**src/rtl/picoblaze_port_sender_pkg.sv**
```systemverilog
// rtl/picoblaze_port_sender_pkg.sv - shared constants, FSM encoding and BCD helper for the port sender
package picoblaze_port_sender_pkg;

  localparam int IDX_W     = 4;
  localparam int N_ENTRIES = 10;

  localparam logic [7:0] PORT_BASE            = 8'h21;
  localparam logic [7:0] PORT_SEG_HORA        = 8'h21;
  localparam logic [7:0] PORT_MIN_HORA        = 8'h22;
  localparam logic [7:0] PORT_HORA_HORA       = 8'h23;
  localparam logic [7:0] PORT_DIA_FECHA       = 8'h24;
  localparam logic [7:0] PORT_MES_FECHA       = 8'h25;
  localparam logic [7:0] PORT_JAHR_FECHA      = 8'h26;
  localparam logic [7:0] PORT_SEG_TIMER       = 8'h27;
  localparam logic [7:0] PORT_MIN_TIMER       = 8'h28;
  localparam logic [7:0] PORT_HORA_TIMER      = 8'h29;
  localparam logic [7:0] PORT_BANDERAS_CONFIG = 8'h2A;

  // The flags entry is a raw bitfield, not a BCD value.
  localparam logic [IDX_W-1:0] FLAGS_IDX = 4'd9;

  typedef enum logic [1:0] {
    IDLE   = 2'd0,
    SETUP  = 2'd1,
    STROBE = 2'd2,
    GAP    = 2'd3
  } state_t;

  function automatic logic is_bcd(input logic [7:0] value);
    return (value[7:4] <= 4'd9) && (value[3:0] <= 4'd9);
  endfunction

endpackage

```
**src/rtl/port_sender_sel.sv**
```systemverilog
// rtl/port_sender_sel.sv - priority encoder picking the lowest entry still pending in the mask
module port_sender_sel
  import picoblaze_port_sender_pkg::*;
#(
  parameter int N = 10
) (
  input  logic [N-1:0]     mask,
  output logic             found,
  output logic [IDX_W-1:0] idx
);

  // Sent entries are cleared from the mask, so the lowest set bit is the next index above the current one.
  always_comb begin
    found = 1'b0;
    idx   = '0;
    for (int i = N - 1; i >= 0; i--) begin
      if (mask[i]) begin
        found = 1'b1;
        idx   = IDX_W'(i);
      end
    end
  end

endmodule

```
**src/rtl/picoblaze_port_sender.sv**
```systemverilog
// rtl/picoblaze_port_sender.sv - buffered PicoBlaze-style OUTPUT port sender
// Optional feature: define PORT_SENDER_BCD_CHECK_EN to skip non-BCD entries and flag bcd_err.
module picoblaze_port_sender
  import picoblaze_port_sender_pkg::*;
#(
  parameter int GAP_CYCLES = 2,
  parameter int N_REGS     = 10
) (
  input  logic              clock,
  input  logic              reset,
  input  logic              wr_en,
  input  logic [IDX_W-1:0]  wr_addr,
  input  logic [7:0]        wr_data,
  input  logic              send,
  input  logic [N_REGS-1:0] send_mask,
  output logic [7:0]        port_id,
  output logic [7:0]        out_dato,
  output logic              write_strobe,
  output logic              k_write_strobe,
  output logic              busy,
  output logic              done,
  output logic              bcd_err
);

  localparam logic [3:0] GAP_INIT = (GAP_CYCLES > 0) ? 4'(GAP_CYCLES - 1) : 4'd0;

  state_t            state, state_n;
  logic [7:0]        regs [N_REGS];
  logic [7:0]        view [N_REGS];
  logic [N_REGS-1:0] remaining;
  logic [N_REGS-1:0] ok_mask;
  logic [N_REGS-1:0] mask_eff;
  logic [N_REGS-1:0] sel_in;
  logic [N_REGS-1:0] sel_bit;
  logic              sel_found;
  logic [IDX_W-1:0]  sel_idx;
  logic [3:0]        gap_cnt;
  logic              wr_ok;
  logic              send_ok;
  logic              load;
  logic              fin;

  assign busy           = (state != IDLE);
  assign write_strobe   = (state == STROBE);
  assign k_write_strobe = 1'b0;
  assign wr_ok          = wr_en && !busy && (wr_addr < IDX_W'(N_REGS));
  assign send_ok        = send && !busy;

  // A write in the same cycle as send must be visible to that transfer.
  always_comb begin
    for (int i = 0; i < N_REGS; i++) begin
      view[i] = (wr_ok && (wr_addr == IDX_W'(i))) ? wr_data : regs[i];
    end
  end

`ifdef PORT_SENDER_BCD_CHECK_EN
  always_comb begin
    for (int i = 0; i < N_REGS; i++) begin
      ok_mask[i] = (IDX_W'(i) == FLAGS_IDX) || is_bcd(view[i]);
    end
  end

  always_ff @(posedge clock or posedge reset) begin
    if (reset) begin
      bcd_err <= 1'b0;
    end else if (send_ok && |(send_mask & ~ok_mask)) begin
      bcd_err <= 1'b1;
    end
  end
`else
  assign ok_mask = '1;
  assign bcd_err = 1'b0;
`endif

  assign mask_eff = send_mask & ok_mask;
  assign sel_in   = (state == IDLE) ? mask_eff : remaining;
  assign sel_bit  = N_REGS'(1) << sel_idx;

  port_sender_sel #(
    .N(N_REGS)
  ) u_sel (
    .mask (sel_in),
    .found(sel_found),
    .idx  (sel_idx)
  );

  always_comb begin
    state_n = state;
    load    = 1'b0;
    fin     = 1'b0;
    case (state)
      IDLE: begin
        if (send_ok && sel_found) begin
          state_n = SETUP;
          load    = 1'b1;
        end
      end
      SETUP: state_n = STROBE;
      STROBE: begin
        if (GAP_CYCLES > 0) begin
          state_n = GAP;
        end else if (sel_found) begin
          state_n = SETUP;
          load    = 1'b1;
        end else begin
          state_n = IDLE;
          fin     = 1'b1;
        end
      end
      GAP: begin
        if (gap_cnt == 4'd0) begin
          if (sel_found) begin
            state_n = SETUP;
            load    = 1'b1;
          end else begin
            state_n = IDLE;
            fin     = 1'b1;
          end
        end
      end
      default: state_n = IDLE;
    endcase
  end

  always_ff @(posedge clock or posedge reset) begin
    if (reset) begin
      state     <= IDLE;
      port_id   <= 8'h00;
      out_dato  <= 8'h00;
      remaining <= '0;
      gap_cnt   <= 4'd0;
      done      <= 1'b0;
    end else begin
      state <= state_n;
      done  <= fin || (send_ok && !sel_found);
      if (load) begin
        port_id   <= PORT_BASE + {4'b0000, sel_idx};
        out_dato  <= view[sel_idx];
        remaining <= sel_in & ~sel_bit;
      end
      if (state == STROBE) begin
        gap_cnt <= GAP_INIT;
      end else if (state == GAP && gap_cnt != 4'd0) begin
        gap_cnt <= gap_cnt - 4'd1;
      end
    end
  end

  always_ff @(posedge clock or posedge reset) begin
    if (reset) begin
      for (int i = 0; i < N_REGS; i++) begin
        regs[i] <= 8'h00;
      end
    end else if (wr_ok) begin
      regs[wr_addr] <= wr_data;
    end
  end

endmodule

```
**config.mk**
```make
export PLATFORM = sky130hd
export DESIGN_NAME = picoblaze_port_sender
export DESIGN_NICKNAME = d
export VERILOG_FILES = /design/src/rtl/picoblaze_port_sender_pkg.sv /design/src/rtl/port_sender_sel.sv /design/src/rtl/picoblaze_port_sender.sv
export SDC_FILE = /design/constraint.sdc
export NUM_CORES = 1
export LEC_CHECK = 0
export ABC_AREA = 0
export CAP_MARGIN = 20
export CORE_MARGIN = 3
export CORE_UTILIZATION = 58
export CTS_CLUSTER_DIAMETER = 60
export DETAILED_ROUTE_END_ITERATION = 10
export GPL_TIMING_DRIVEN = 0
export PLACE_DENSITY = 0.87
export SLEW_MARGIN = 30
export SYNTH_ARGS = -nofsm -noshare
export SYNTH_HDL_FRONTEND = slang
export SYNTH_HIERARCHICAL = 1
export SYNTH_SLANG_ARGS = --single-unit
```
**constraint.sdc**
```tcl
create_clock -name clock -period 4.66 [get_ports clock]
set_input_delay 1.398 -clock clock [delete_from_list [all_inputs] [get_ports clock]]
set_output_delay 1.398 -clock clock [all_outputs]
set_load 0.03 [all_outputs]
```
-- Word level (Yosys, flattened, before mapping)
Index checks and enable logic that the tools add are counted.
- bits in registers: 113
- output and inout bits: 21
- word-level logic and storage cells: 118
- $add $sub $neg: 2
- order comparisons: 4
- eq/ne operators: 14
- shifts and indexed selects: 1
- multiplexer cells: 50
- bitwise operators: 4
- reduce and logical (&&, ||, !) cells: 27
- operators by type and width (operator ; number):
    2-to-1 mux 8 bit ; 13
    bitwise mux 80 bit ; 1
    2-to-1 mux 4 bit ; 12
    binary-select mux 8 bit (select 4 bit) ; 1
    demux 8 bit (select 4 bit) ; 1
    logical AND 1 bit ; 17
    2-to-1 mux 1 bit ; 17
    equality test 4 x 3 -> 1 bit (second input constant) ; 4
    AND 10 bit ; 1
    >= comparator 5 bit (second input constant) ; 2
    2-to-1 mux 10 bit ; 1
    NOT 10 bit ; 1
    NOT 4 -> 5 bit ; 2
    left shift 1 x 4 -> 10 bit (first input constant) ; 1
    equality test 4 x 2 -> 1 bit (second input constant) ; 2
    equality test 4 bit (second input constant) ; 2
    zero test 4 bit ; 2
    case mux 2 bit (4 select lines) ; 1
    adder 6 x 4 -> 7 bit (first input constant) ; 1
    less-than comparator 5 x 1 -> 1 bit (second input constant) ; 1
    equality test 2 bit (second input constant) ; 2
    equality test 4 x 1 -> 1 bit (second input constant) ; 1
    less-than comparator 4 bit (second input constant) ; 1
    2-to-1 mux 2 bit ; 2
    other kinds (11) ; 13

-- Depth between registers and ports, before layout
Gate-level depths: netlist of run 1.
- depth after elaboration: 16
- mapped depth: 16
- mapped depth without buffers: 12

-- Hierarchy
Netlist of run 1, hierarchy kept.
- modules (own cells, without submodules) (module ; instances ; cells each ; area an instance (um2)):
    picoblaze_port_sender ; 1 ; 452 ; 5347.6
    port_sender_sel ; 1 ; 18 ; 101.3

-- Worst setup path before layout of run 1
Ideal clock, no wire load.
- kind: input to register
- from: in send_mask[8]
- to: reg out_dato[2]
- arrival time: 3.864 ns
- data required time: 4.534 ns
- path slack: 0.670 ns
- stages on the path: 11
- cell sequence: mux2_2 nand2b_1 a221o_1 a221oi_2 clkbuf_1 inv_1 and3_1 buf_2 a32o_1 or3b_1 o32a_1
- cells in the longest elaborated chain, start to end: 14
- elaborated cells between the ends (all ways): 28
- classes of those cells: mux (26); bitwise (1); reduce/logical (1)
- ends and longest elaborated chain (item ; RTL line ; source):
    start: declaration ; picoblaze_port_sender.sv:15 ; input logic [N_REGS-1:0] send_mask,
    2-to-1 mux 10 bit ; picoblaze_port_sender.sv:76 ; assign sel_in = (state == IDLE) ? mask_eff : remaining;
    2-to-1 mux 4 bit (9 in a row) ; port_sender_sel.sv:17 ; if (mask[i]) begin
    named net sel_idx[0] ; picoblaze_port_sender.sv:36 ; logic [IDX_W-1:0] sel_idx;
    NOT 4 -> 5 bit (implied by the code) ; picoblaze_port_sender.sv:138 ; out_dato <= view[sel_idx];
    binary-select mux 8 bit (select 4 bit) ; picoblaze_port_sender.sv:138 ;
    2-to-1 mux 8 bit (implied by the code) (2 in a row) ; picoblaze_port_sender.sv:138 ;
    end signal: assignment ; picoblaze_port_sender.sv:138 ;
    end: declaration ; picoblaze_port_sender.sv:17 ; output logic [7:0] out_dato,
The timed path passes the listed nets, and every way through them passes these cells. The select of a mux whose other input is x is not followed.
A chain may end at the register's enable or synchronous reset.

-- Final worst setup path of run 1
- from: in send_mask[5]
- to: reg out_dato[2]
- cells in the longest elaborated chain, start to end: 11
- elaborated cells between the ends (all ways): 22
- classes of those cells: mux (20); bitwise (1); reduce/logical (1)
- ends and longest elaborated chain (item ; RTL line ; source):
    2-to-1 mux 10 bit ; picoblaze_port_sender.sv:76 ;
    named net sel_in[5] ; picoblaze_port_sender.sv:33 ; logic [N_REGS-1:0] sel_in;
    2-to-1 mux 4 bit (6 in a row) ; port_sender_sel.sv:17 ;
    named net sel_idx[1] ; picoblaze_port_sender.sv:36 ;
    NOT 4 -> 5 bit (implied by the code) ; picoblaze_port_sender.sv:138 ;
    binary-select mux 8 bit (select 4 bit) ; picoblaze_port_sender.sv:138 ;
    2-to-1 mux 8 bit (implied by the code) (2 in a row) ; picoblaze_port_sender.sv:138 ;
The timed path passes the listed nets, and every way through them passes these cells. The select of a mux whose other input is x is not followed.

==> metrics.md, run 1 <==
| Metric | Value |
|---|---|
| Outcome | `finished, final reports clean` |
| Largest net degree at the start of global routing | `72` |
| Register area share after synthesis | `51.0%` |
| Worst vdd ir | `~0.34 mV` |
| Relative max-transition margin | `39.3%` |
| Initial antenna violation count | `0` |
| Remaining DRCs | `0` |
| Fin Setup TNS | `0 ps` |
| Yosys reg bits | `111` |
| Port Buf Inserts | `37` |
| Total Wirelength | `approximately 13,000 µm` |
| CTS Buf Count | `9` |
| Final Instance Area | `6220 µm²` |
| Share of cells above drive strength 1 | `25.2%` |
| Cells after Synth | `470` |
| Placer Congestion | `around 0.91` |
| R2R depth | `15` |
| Antenna Nets Post-Route | `0` |
| HPWL after DPL | `9140 µm` |
| Count of flip-flops with a built-in enable after synthesis | `0` |
| Final Skew | `20.2 ps` |
| Synth Flop Type | `dfrtp_1` |
| Cell Pwr Density | `just over 700 nW/µm²` |
| Int Pwr | `~2.5 mW` |
| Worst Tran Pin Value | `908 ps` |
| Vias in the first global route | `between 4,000 and 5,000` |
| Die width | `~100 µm` |
| Clock Power Share | `13.5%` |
| Area leader, netlist | `dfrtp_1` |
| YS warnings | `6` |
| Leak pwr | `2.85 nW` |
| DRT iter0 DRCs | `slightly below 300` |
| Setup-failing EPs final | `0` |
| Critical path launch point type | `input pin` |
| Combinational share of power | `52.8%` |
| Worst hold path class | `reg -> reg` |
| DR pass1 iterations | `5` |
| RR Startpoint | `state[0]` |
| Count of cell types in the netlist | `between 50 and 60` |
| Crit end category | `flop` |
| Clock transition at path regs | `120 ps` |
| M1 WL | `5640 µm` |
| Final hold violation count | `0` |
| Placed inst area | `6000 µm²` |
| Top-area cell type share of the netlist area | `51.0%` |
| Final worst-path cycle share | `between 90 and 100%` |
| Synth top area cells | `dfrtp_1 (51%), mux2_2 (18%), ha_1 (2.5%)` |
| Most numerous cell in the Yosys netlist | `dfrtp_1` |
| WS Path Type | `in -> reg` |
| Slew Limit Fails | `0` |
| CTS Root Cell | `clkbuf_8` |
| Die H | `~100 µm` |
| Worst endpoint data arrival time | `between 4000 and 5000 ps` |
| Rows | `34` |
| # H-tree levels | `3` |
| Area Overhead vs Synth | `14.2%` |
| ANT cells | `0` |
| Sw frac | `between 40% and 50%` |
| CTS max path bufs | `2` |
| Syn Area/Cell | `11.6 µm²` |
| Async SR Flop Fraction | `100%` |
| Fmax | `0.221 GHz` |
| First-pass GRT wire length | `21,100 µm` |
| Vias per cell | `roughly 6.4` |
| Met3 WL | `754 µm` |
| Max-cap check violation count | `0` |
| CTS tree | `yes` |
| Initial Util | `between 60% and 70%` |
| Core footprint | `8930 µm²` |
| Crit-path max FO | `10` |
| Hold path startpoint | `remaining[0]` |
| Setup bufs post-CTS | `0` |
| Post-layout min period | `4520 ps` |
| DR vias | `4,071` |
| Avg WL per Cell | `between 20 and 25 µm` |
| Clk_lat worst skew | `380 ps` |
| Met2 WL | `6470 µm` |
| Top Metal Used | `met4` |
| Power share of the sequential group | `33.7%` |
| Nets | `559` |
| Die ar. | `10,600 µm²` |
| GR Overflow Total | `0` |
| Post-synth top cells | `dfrtp_1 (111), mux2_2 (88), nor2_1 (34), nand2_1 (31), clkbuf_1 (23)` |
| Cell Area, Synth | `5450 µm²` |
| Crit. Startpoint | `send_mask[5]` |
| Tot GR Track Use | `26.0%` |
| Switching power | `1.97 mW` |
| WHS Path Cells | `1` |
| Clk sinks | `around 110` |
| IO Count | `47` |
| Worst EP required | `4940 ps` |
## cell type report
type / count / area [µm²]
buffer: 30 / 136
inverter: 16 / 65.1
clock buffer: 9 / 124
fill: 603 / 2710
timing repair buffer: 38 / 398
multi-input combinational: 316 / 2500
sequential: 111 / 2780
tap: 108 / 135
clock inverter: 7 / 85.1
## cell usage in the layout, fill, tap and decap left out, drive strengths merged, types with 4 or more instances in the layout
| cell | instances |
|---|---|
| a32o | 4 |
| a221oi | 4 |
| inv | 19 |
| a31oi | 6 |
| buf | 8 |
| nor2 | 38 |
| ha | 11 |
| nor3 | 7 |
| nand2b | 5 |
| dfrtp | 111 |
| o221ai | 4 |
| clkbuf | 32 |
| a21o | 10 |
| nand2 | 31 |
| and3 | 8 |
| a211oi | 7 |
| mux2i | 4 |
| mux2 | 90 |
| a41oi | 4 |
| conb | 4 |
| nand3 | 5 |
| a22oi | 8 |
| o21ai | 20 |
| clkdlybuf4s50 | 37 |
## worst paths after layout
check,endpoint,slack (ps)
min in group asynchronous,gap_cnt[0],1380
max in group asynchronous,regs[31],2600
hold / removal,remaining[0],490
hold reg to reg,remaining[0],490
setup reg to reg,out_dato[2],290
setup / recovery,out_dato[2],140
## metrics by stage
step	utilization (%)	power, mW	std cells	hold slack (ps)	setup slack, ps
2_1_floorplan	-	3.07	473	445	331
3_3_place_gp	66.8	3.66	618	450	-1070
3_5_place_dp	67.2	3.77	619	466	-270
4_1_cts	69.5	4.39	635	494	69.5
5_1_grt	69.6	4.68	635	517	-9.55
6_report	69.6	4.44	635	492	138
## repair_timing
item / CTS / global route
hold buffers: 0 / 0
resized for setup: 0 / 5
endpoints found under the setup margin: 0 / 7
## registers in the layout, indices dropped and copies added (netlist names)
| name | cells |
|---|---|
| remaining | 10 |
| done | 1 |
| regs | 80 |
| state | 2 |
| gap_cnt | 4 |
| port_id | 6 |
| out_dato | 8 |
## critical path, stage by stage
cell and delay, ps:
clkdlybuf4s50_1 390, mux2_2 310, nor2_1 100, o21ai_0 100, a211oi_1 470, clkbuf_1 410, inv_2 220, and3_1 200
clkbuf_1 270, a21o_1 240, or3b_1 350, o32a_1 330
## power groups by stage
stage	clock network, mW	logic, mW	registers [mW]
floorplan	0	1.50	1.57
global placement	0	2.17	1.49
detailed placement	0	2.26	1.51
CTS	0.595	2.30	1.49
global route	0.628	2.52	1.53
finish	0.598	2.34	1.50
## cell families after synthesis
family / count (synthesis) / share of synthesized area (%)
AOI/OAI and AO/OA: 86 / 11.6
xor gates and xnor gates: 4 / 0.643
adders and majority gates: 11 / 2.53
buffers and inverters: 46 / 3.56
DFF: 111 / 51.0
muxes: 94 / 19.5
other: 1 / 0.0688
and+or+nand+nor: 117 / 11.2
## metal layers
layer / vias up / track usage (%)
li1: 1794 / -
met1: 2032 / 34.5
met2: 203 / 42.0
met3: 42 / 4.19
met4: 0 / 12.2
met5: - / 0
Note: power is estimated with default switching activity, not from simulation.
==> run 2, diff against run 1 <==
--- a/config.mk
+++ b/config.mk
@@ -7,6 +7,7 @@
 export LEC_CHECK = 0
 export ABC_AREA = 0
 export CAP_MARGIN = 20
+export CORE_ASPECT_RATIO = 0.8
 export CORE_MARGIN = 3
 export CORE_UTILIZATION = 58
 export CTS_CLUSTER_DIAMETER = 60
==> run 2 against run 1 <==
Against the previous run: worst hold slack lost 16 ps; cell area grew 2.1%; die area barely moved; critical path depth increased by 1; wire length increased by 5.9%; sequential share of layout area fell by 0.90 points; first-iteration DRC count up 78%.
==> metrics.md, run 2 (synthesis gave the netlist of run 1 again) <==
| Metric | Value |
|---|---|
| Initial Util | `61.8% (+0.78 points)` |
| Crit. Startpoint | `send_mask[8]` |
| RSZ-0062 raised after global routing | `false` |
| Final worst-path cycle share | `96.8% (-0.29 points)` |
| Avg WL per Cell | `22.1 µm (+5.3%)` |
| Post-layout min period | `4510 ps (-13.5 ps)` |
| Slew Limit Fails | `0 (unchanged)` |
| IO Count | `47 (unchanged)` |
| Clock Power Share | `17.7% (+4.2 points)` |
| RR Startpoint | `state[0]` |
| Crit end category | `flop` |
| Post-Place Setup Slack | `-377 ps (-107 ps)` |
| Share of cells above drive strength 1 | `25.8% (+0.57 points)` |
| Antenna Nets Post-Route | `0 (unchanged)` |
| Die ar. | `10,600 µm² (about the same)` |
| Max reg flops | `80 (unchanged)` |
| Remaining DRCs | `0 (unchanged)` |
| Clk_lat worst skew | `360 ps (-20 ps)` |
| Port Buf Inserts | `37 (unchanged)` |
| Placer Congestion | `0.860 (-5.0%)` |
| # H-tree levels | `3 (unchanged)` |
| Setup bufs post-CTS | `0 (unchanged)` |
| Inst Count DP | `623 (+0.65%)` |
| Total Wirelength | `14,100 µm (+5.9%)` |
| Worst vdd ir | `0.444 mV (+29%)` |
| Relative max-transition margin | `30.9% (-8.3 points)` |
| Fmax | `0.222 GHz (+0.30%)` |
| Switching power | `2.03 mW (+3.0%)` |
| Die width | `114 µm (+11%)` |
| Clk sinks | `111 (unchanged)` |
| Crit-path max FO | `11 (+1)` |
| CP max-delay cell | `clkdlybuf4s50_1` |
| Biggest register | `regs` |
| First-pass GRT wire length | `22,500 µm (+6.2%)` |
| CTS max path bufs | `2 (unchanged)` |
| DR vias | `4,103 (+0.79%)` |
| DR pass1 iterations | `6 (+1)` |
| CTS Buf Count | `9 (unchanged)` |
| Vias in the first global route | `4,286 (+2.9%)` |
| CP max stage delay | `420 ps (-50 ps)` |
| Nets | `559 (unchanged)` |
| CP cell instances | `clkdlybuf4s50_1, mux2_2, nand2b_1, a221o_1, a221oi_2, clkbuf_2, inv_1, buf_2, nand2_2, nor3_2, nand2_1, or3b_1, o32a_1` |
| Commonest non-fill, non-tap cell in the layout | `dfrtp_1` |
| CTS Root Cell | `clkbuf_16` |
| Most frequent cells in the layout | `dfrtp_1 (111), mux2_2 (88), clkdlybuf4s50_1 (37)` |
| GR Overflow Total | `0 (unchanged)` |
| Non-filler cells, final | `639 (+0.63%)` |
| Outcome | `finished, final reports clean` |
| Power share of the sequential group | `31.4% (-2.3 points)` |
| HPWL after DPL | `9450 µm (+3.4%)` |
| Clock transition at path regs | `80 ps (-40 ps)` |
| Top Registers | `regs (80), remaining (10), out_dato (8)` |
| Worst hold path class | `reg -> reg` |
| Int Pwr | `2.74 mW (+11%)` |
| WHS | `476 ps (-16.1 ps)` |
| Initial antenna violation count | `0 (unchanged)` |
| Rows | `30 (-12%)` |
| Final hold violation count | `0 (unchanged)` |
| Tot GR Track Use | `27.9% (+1.9 points)` |
| Cell Pwr Density | `751 nW/µm² (+5.3%)` |
| Overall power | `4.77 mW (+7.5%)` |
| Fill count | `606 (+0.50%)` |
| Hold path startpoint | `remaining[0]` |
| WS Path Type | `in -> reg` |
| Sw frac | `42.6% (-1.8 points)` |
| DRT iter0 DRCs | `515 (+78%)` |
| Worst endpoint data arrival time | `4760 ps (-40 ps)` |
| Leak pwr | `2.92 nW (+2.4%)` |
| Die H | `92.7 µm (-9.9%)` |
| Setup-failing EPs final | `0 (unchanged)` |
| ANT cells | `0 (unchanged)` |
| Largest net degree at the start of global routing | `60 (-17%)` |
| Final Skew | `8.97 ps (-11.3 ps)` |
| Core footprint | `8820 µm² (-1.3%)` |
| Worst EP required | `4910 ps (-30 ps)` |
| Vias per cell | `6.42 (+0.16%)` |
| Max-cap check violation count | `0 (unchanged)` |
| Critical path launch point type | `input pin` |
| Area Overhead vs Synth | `16.5%` |
| Setup WS post-layout | `151 ps (+13.5 ps)` |
| Worst Tran Pin Value | `1030 ps (+125 ps)` |
| CTS tree | `yes` |
| Combinational share of power | `50.9% (-1.9 points)` |
## run 2: layer usage
metal,global-route usage [%],share of wire [%],wire [µm]
met1,36.9,41,5810
met4,9.59,2.3,330
met2,42.0,46,6440
met3,10.9,11,1540
met5,0,0,0
## run 2: per-stage QoR
stage	util, %	setup TNS, ps	instance area (µm²)
final	72.0	0	6350
after floorplan	-	0	5460
after CTS	71.8	0	6340
after detailed placement	68.1	-1470	6010
after global routing	72.0	0	6350
after global placement	67.7	-122730	5970
## run 2: what timing repair did
item	in CTS	in global routing
gates resized for setup	1	8
endpoints found under the setup margin	1	6
hold buffers	0	0
## run 2: area by class of cell
| class | instances | area, µm² | share of cell area [%] |
|---|---|---|---|
| Clock inverter | 7 | 103 | 1.62 |
| Sequential cell | 111 | 2780 | 43.8 |
| Multi-Input combinational cell | 316 | 2500 | 39.4 |
| Tap cell | 112 | 140 | 2.21 |
| Buffer | 30 | 139 | 2.19 |
| Inverter | 16 | 65.1 | 1.02 |
| Clock buffer | 9 | 225 | 3.55 |
| Timing Repair Buffer | 38 | 398 | 6.27 |
## run 2: worst paths after layout
check / cells past startpoint / slack, ps / to
min in group asynchronous: 2 / 1490 / regs[5]
worst max register to register: 14 / 430 / out_dato[2]
worst min-delay path: 1 / 480 / remaining[0]
worst min register to register: 1 / 480 / remaining[0]
worst max-delay path: 13 / 150 / out_dato[2]
max in group asynchronous: 3 / 2520 / regs[33]
## run 2: power groups by stage
stage	clock network, mW	registers [mW]	logic, mW
5_1_grt	0.892	1.54	2.60
2_1_floorplan	0	1.57	1.50
3_3_place_gp	0	1.49	2.20
3_5_place_dp	0	1.51	2.31
6_report	0.844	1.50	2.43
4_1_cts	0.845	1.50	2.34
## run 2: worst max-delay path, delay by kind of cell
family / cells / cell delay, ps
buf+inv: 4 / 1030
mux: 1 / 290
compound gates: 3 / 980
simple gates: 5 / 1040
==> run 3, diff against run 2 <==
--- a/config.mk
+++ b/config.mk
@@ -14,6 +14,7 @@
 export DETAILED_ROUTE_END_ITERATION = 10
 export GPL_TIMING_DRIVEN = 0
 export PLACE_DENSITY = 0.87
+export RECOVER_POWER = 100
 export SLEW_MARGIN = 30
 export SYNTH_ARGS = -nofsm -noshare
 export SYNTH_HDL_FRONTEND = slang
==> run 3 against run 2 <==
Against the previous run: the run now ends with max-capacitance violations, max-slew violations left; flip-flop and latch count stayed put; largest cell class unchanged; cell area decreased by 0.93%; clock power is 0.5% lower; clock skew is essentially flat; die area stayed put; worst hold slack worse by 3.8 ps; cell count is the same; critical endpoint is now out_dato[0]; core utilization down 0.67 points; first-iteration DRC count shrank 1.9%; fmax is 0.60% lower; largest power group unchanged; clock-buffer cell count stayed put; critical path depth unchanged.
==> metrics.md, run 3 (synthesis gave the netlist of run 1 again) <==
| Metric | Value |
|---|---|
| Outcome | `finished, violations left` |
| Failing checks | `max-capacitance violations, max-slew violations` |
| IO Count | `47 (unchanged)` |
| Area Overhead vs Synth | `15.4%` |
| Fill count | `619 (+2.1%)` |
| Setup-failing EPs final | `0 (unchanged)` |
| Power share of the sequential group | `31.9% (+0.5 points)` |
| R2R depth | `14 (unchanged)` |
| Die ar. | `10,600 µm² (unchanged)` |
| Crit end category | `flop` |
| Clock transition at path regs | `80 ps (about the same)` |
| Register Area | `2780 µm² (unchanged)` |
| Total Wirelength | `14,100 µm (-0.34%)` |
| Die width | `114 µm (unchanged)` |
| Fin Setup TNS | `0 ps (unchanged)` |
| Cell Pwr Density | `745 nW/µm² (-0.91%)` |
| Clk sinks | `111 (unchanged)` |
| Switching power | `2.02 mW (-0.65%)` |
| Worst Tran Pin Value | `2220 ps (+1190 ps)` |
| Core footprint | `8820 µm² (unchanged)` |
| Worst vdd ir | `0.442 mV (-0.32%)` |
| Rows | `30 (unchanged)` |
| Most frequent cells in the layout | `dfrtp_1 (111), mux2_1 (58), nor2_1 (38)` |
| Non-filler cells, final | `639 (unchanged)` |
| Final worst-path cycle share | `97.3% (+0.58 points)` |
| Worst EP required | `4940 ps (+30 ps)` |
| Worst endpoint data arrival time | `4820 ps (+60 ps)` |
| GR Overflow Total | `0 (unchanged)` |
| WHS Path Cells | `1 (unchanged)` |
| Int Pwr | `2.66 mW (-2.7%)` |
| Max reg flops | `80 (unchanged)` |
| DRT iter0 DRCs | `505 (-1.9%)` |
| WS Path Type | `in -> reg` |
| Vias in the first global route | `4,286 (unchanged)` |
| ANT cells | `0 (unchanged)` |
| HPWL after DPL | `9450 µm (unchanged)` |
| Commonest non-fill, non-tap cell in the layout | `dfrtp_1` |
| Worst hold path class | `reg -> reg` |
| Clk_lat worst skew | `360 ps (about the same)` |
| # H-tree levels | `3 (unchanged)` |
| DR pass1 iterations | `7 (+1)` |
| Top Registers | `regs (80), remaining (10), out_dato (8)` |
| Biggest register | `regs` |
| Vias per cell | `6.53 (+1.7%)` |
| Die H | `92.7 µm (unchanged)` |
| CTS Root Cell | `clkbuf_16` |
| Setup WS post-layout | `124 ps (-27.3 ps)` |
| Antenna Nets Post-Route | `0 (unchanged)` |
| CTS Buf Count | `9 (unchanged)` |
| CTS max path bufs | `2 (unchanged)` |
| First-pass GRT wire length | `22,500 µm (unchanged)` |
| Clock Power Share | `17.9% (+0.2 points)` |
| Sw frac | `43.1% (+0.51 points)` |
| Leak pwr | `2.95 nW (+1.1%)` |
| DR vias | `4,171 (+1.7%)` |
| Critical path launch point type | `input pin` |
| Remaining DRCs | `0 (unchanged)` |
| Nets | `559 (unchanged)` |
| Port Buf Inserts | `37 (unchanged)` |
| Relative max-transition margin | `-48.3% (-79 points)` |
| Share of cells above drive strength 1 | `13.3% (-13 points)` |
| Inst Count DP | `623 (unchanged)` |
| CTS tree | `yes` |
| Initial Util | `61.8% (unchanged)` |
| Multi-input logic area | `2470 µm² (-1.4%)` |
| Avg WL per Cell | `22.0 µm (-0.34%)` |
| Post-Place Setup Slack | `-377 ps (unchanged)` |
| Final hold violation count | `0 (unchanged)` |
| Tot GR Track Use | `27.9% (unchanged)` |
| Slew Limit Fails | `60 (+60)` |
| RSZ-0062 raised after global routing | `false` |
| Max-cap check violation count | `1 (+1)` |
| Post-layout min period | `4540 ps (+27.3 ps)` |
| Placer Congestion | `0.860 (unchanged)` |
| Final Skew | `8.51 ps (-0.456 ps)` |
| Setup bufs post-CTS | `0 (unchanged)` |
| Largest net degree at the start of global routing | `60 (unchanged)` |
| Combinational share of power | `50.2% (-0.7 points)` |
| Crit-path max FO | `11 (unchanged)` |
| Fmax | `0.220 GHz (-0.60%)` |
| Initial antenna violation count | `0 (unchanged)` |
[run 3: cell types whose count changed in the layout (fill, tap and decap cells not counted), moves of 2 or more]
cell,before,now
nor2_2,4,0
mux2_2,88,31
nor2_1,34,38
mux2_1,0,58
dlygate4sd3_1,0,20
nand3b_1,0,2
clkdlybuf4s50_1,37,17
[run 3: power by group through the flow]
stage	logic, mW	clock network, mW	registers [mW]
floorplan	1.50	0	1.57
global placement	2.20	0	1.49
detailed placement	2.31	0	1.51
CTS	2.34	0.845	1.50
global route	2.52	0.892	1.53
finish	2.35	0.840	1.49
[run 3: cell type report]
cell class / instances / share of cell area (%)
well taps: 112 / 2.23
plain buffers: 30 / 2.21
flip-flops and latches: 111 / 44.2
clock inverters: 7 / 1.63
repair buffers: 38 / 6.01
clock buffers: 9 / 3.58
multi-input cells: 316 / 39.2
inverters: 16 / 0.955
[run 3: layer usage]
| layer | share of wire, % | vias up | track usage (%) |
|---|---|---|---|
| met5 | 0 | - | 0 |
| met4 | 2.5 | 0 | 9.59 |
| met3 | 11 | 44 | 10.9 |
| met2 | 46 | 225 | 42.0 |
| met1 | 41 | 2101 | 36.9 |
| li1 | - | 1801 | - |
[run 3: worst paths after layout]
path / to / slack, ps / start
max: out_dato[0] / 120 / send_mask[8]
min: port_id[5] / 470 / port_id[5]
max reg2reg: out_dato[2] / 420 / state[0]
min reg2reg: port_id[5] / 470 / port_id[5]
max in group asynchronous: regs[24] / 570 / reset
min in group asynchronous: regs[61] / 2250 / reset
[run 3: worst max-delay path, stage by stage]
cell and delay (ps):
clkdlybuf4s50_1 410, mux2_2 290, nand2b_1 170, a221o_1 310, a221oi_2 330, clkbuf_2 280, inv_1 90, buf_2 240
nor2_1 170, clkbuf_1 530, a32oi_1 250, nor4bb_1 200, a21oi_1 130
[run 3: repair_timing]
| action | CTS | global route |
|---|---|---|
| gates cloned | 0 | 0 |
| hold buffers | 0 | 0 |
| pin swaps | 0 | 0 |
| gates resized for setup | 1 | 8 |
| endpoints found under the setup margin | 1 | 6 |
[run 3: through the flow]
step | utilization [%] | cell area, µm² | power [mW] | hold WS (ps)
after floorplan | - | 5460 | 3.07 | 445
after global placement | 67.7 | 5970 | 3.69 | 449
after detailed placement | 68.1 | 6010 | 3.82 | 451
after CTS | 71.8 | 6340 | 4.68 | 478
after global routing | 71.3 | 6290 | 4.94 | 501
final | 71.3 | 6290 | 4.68 | 472
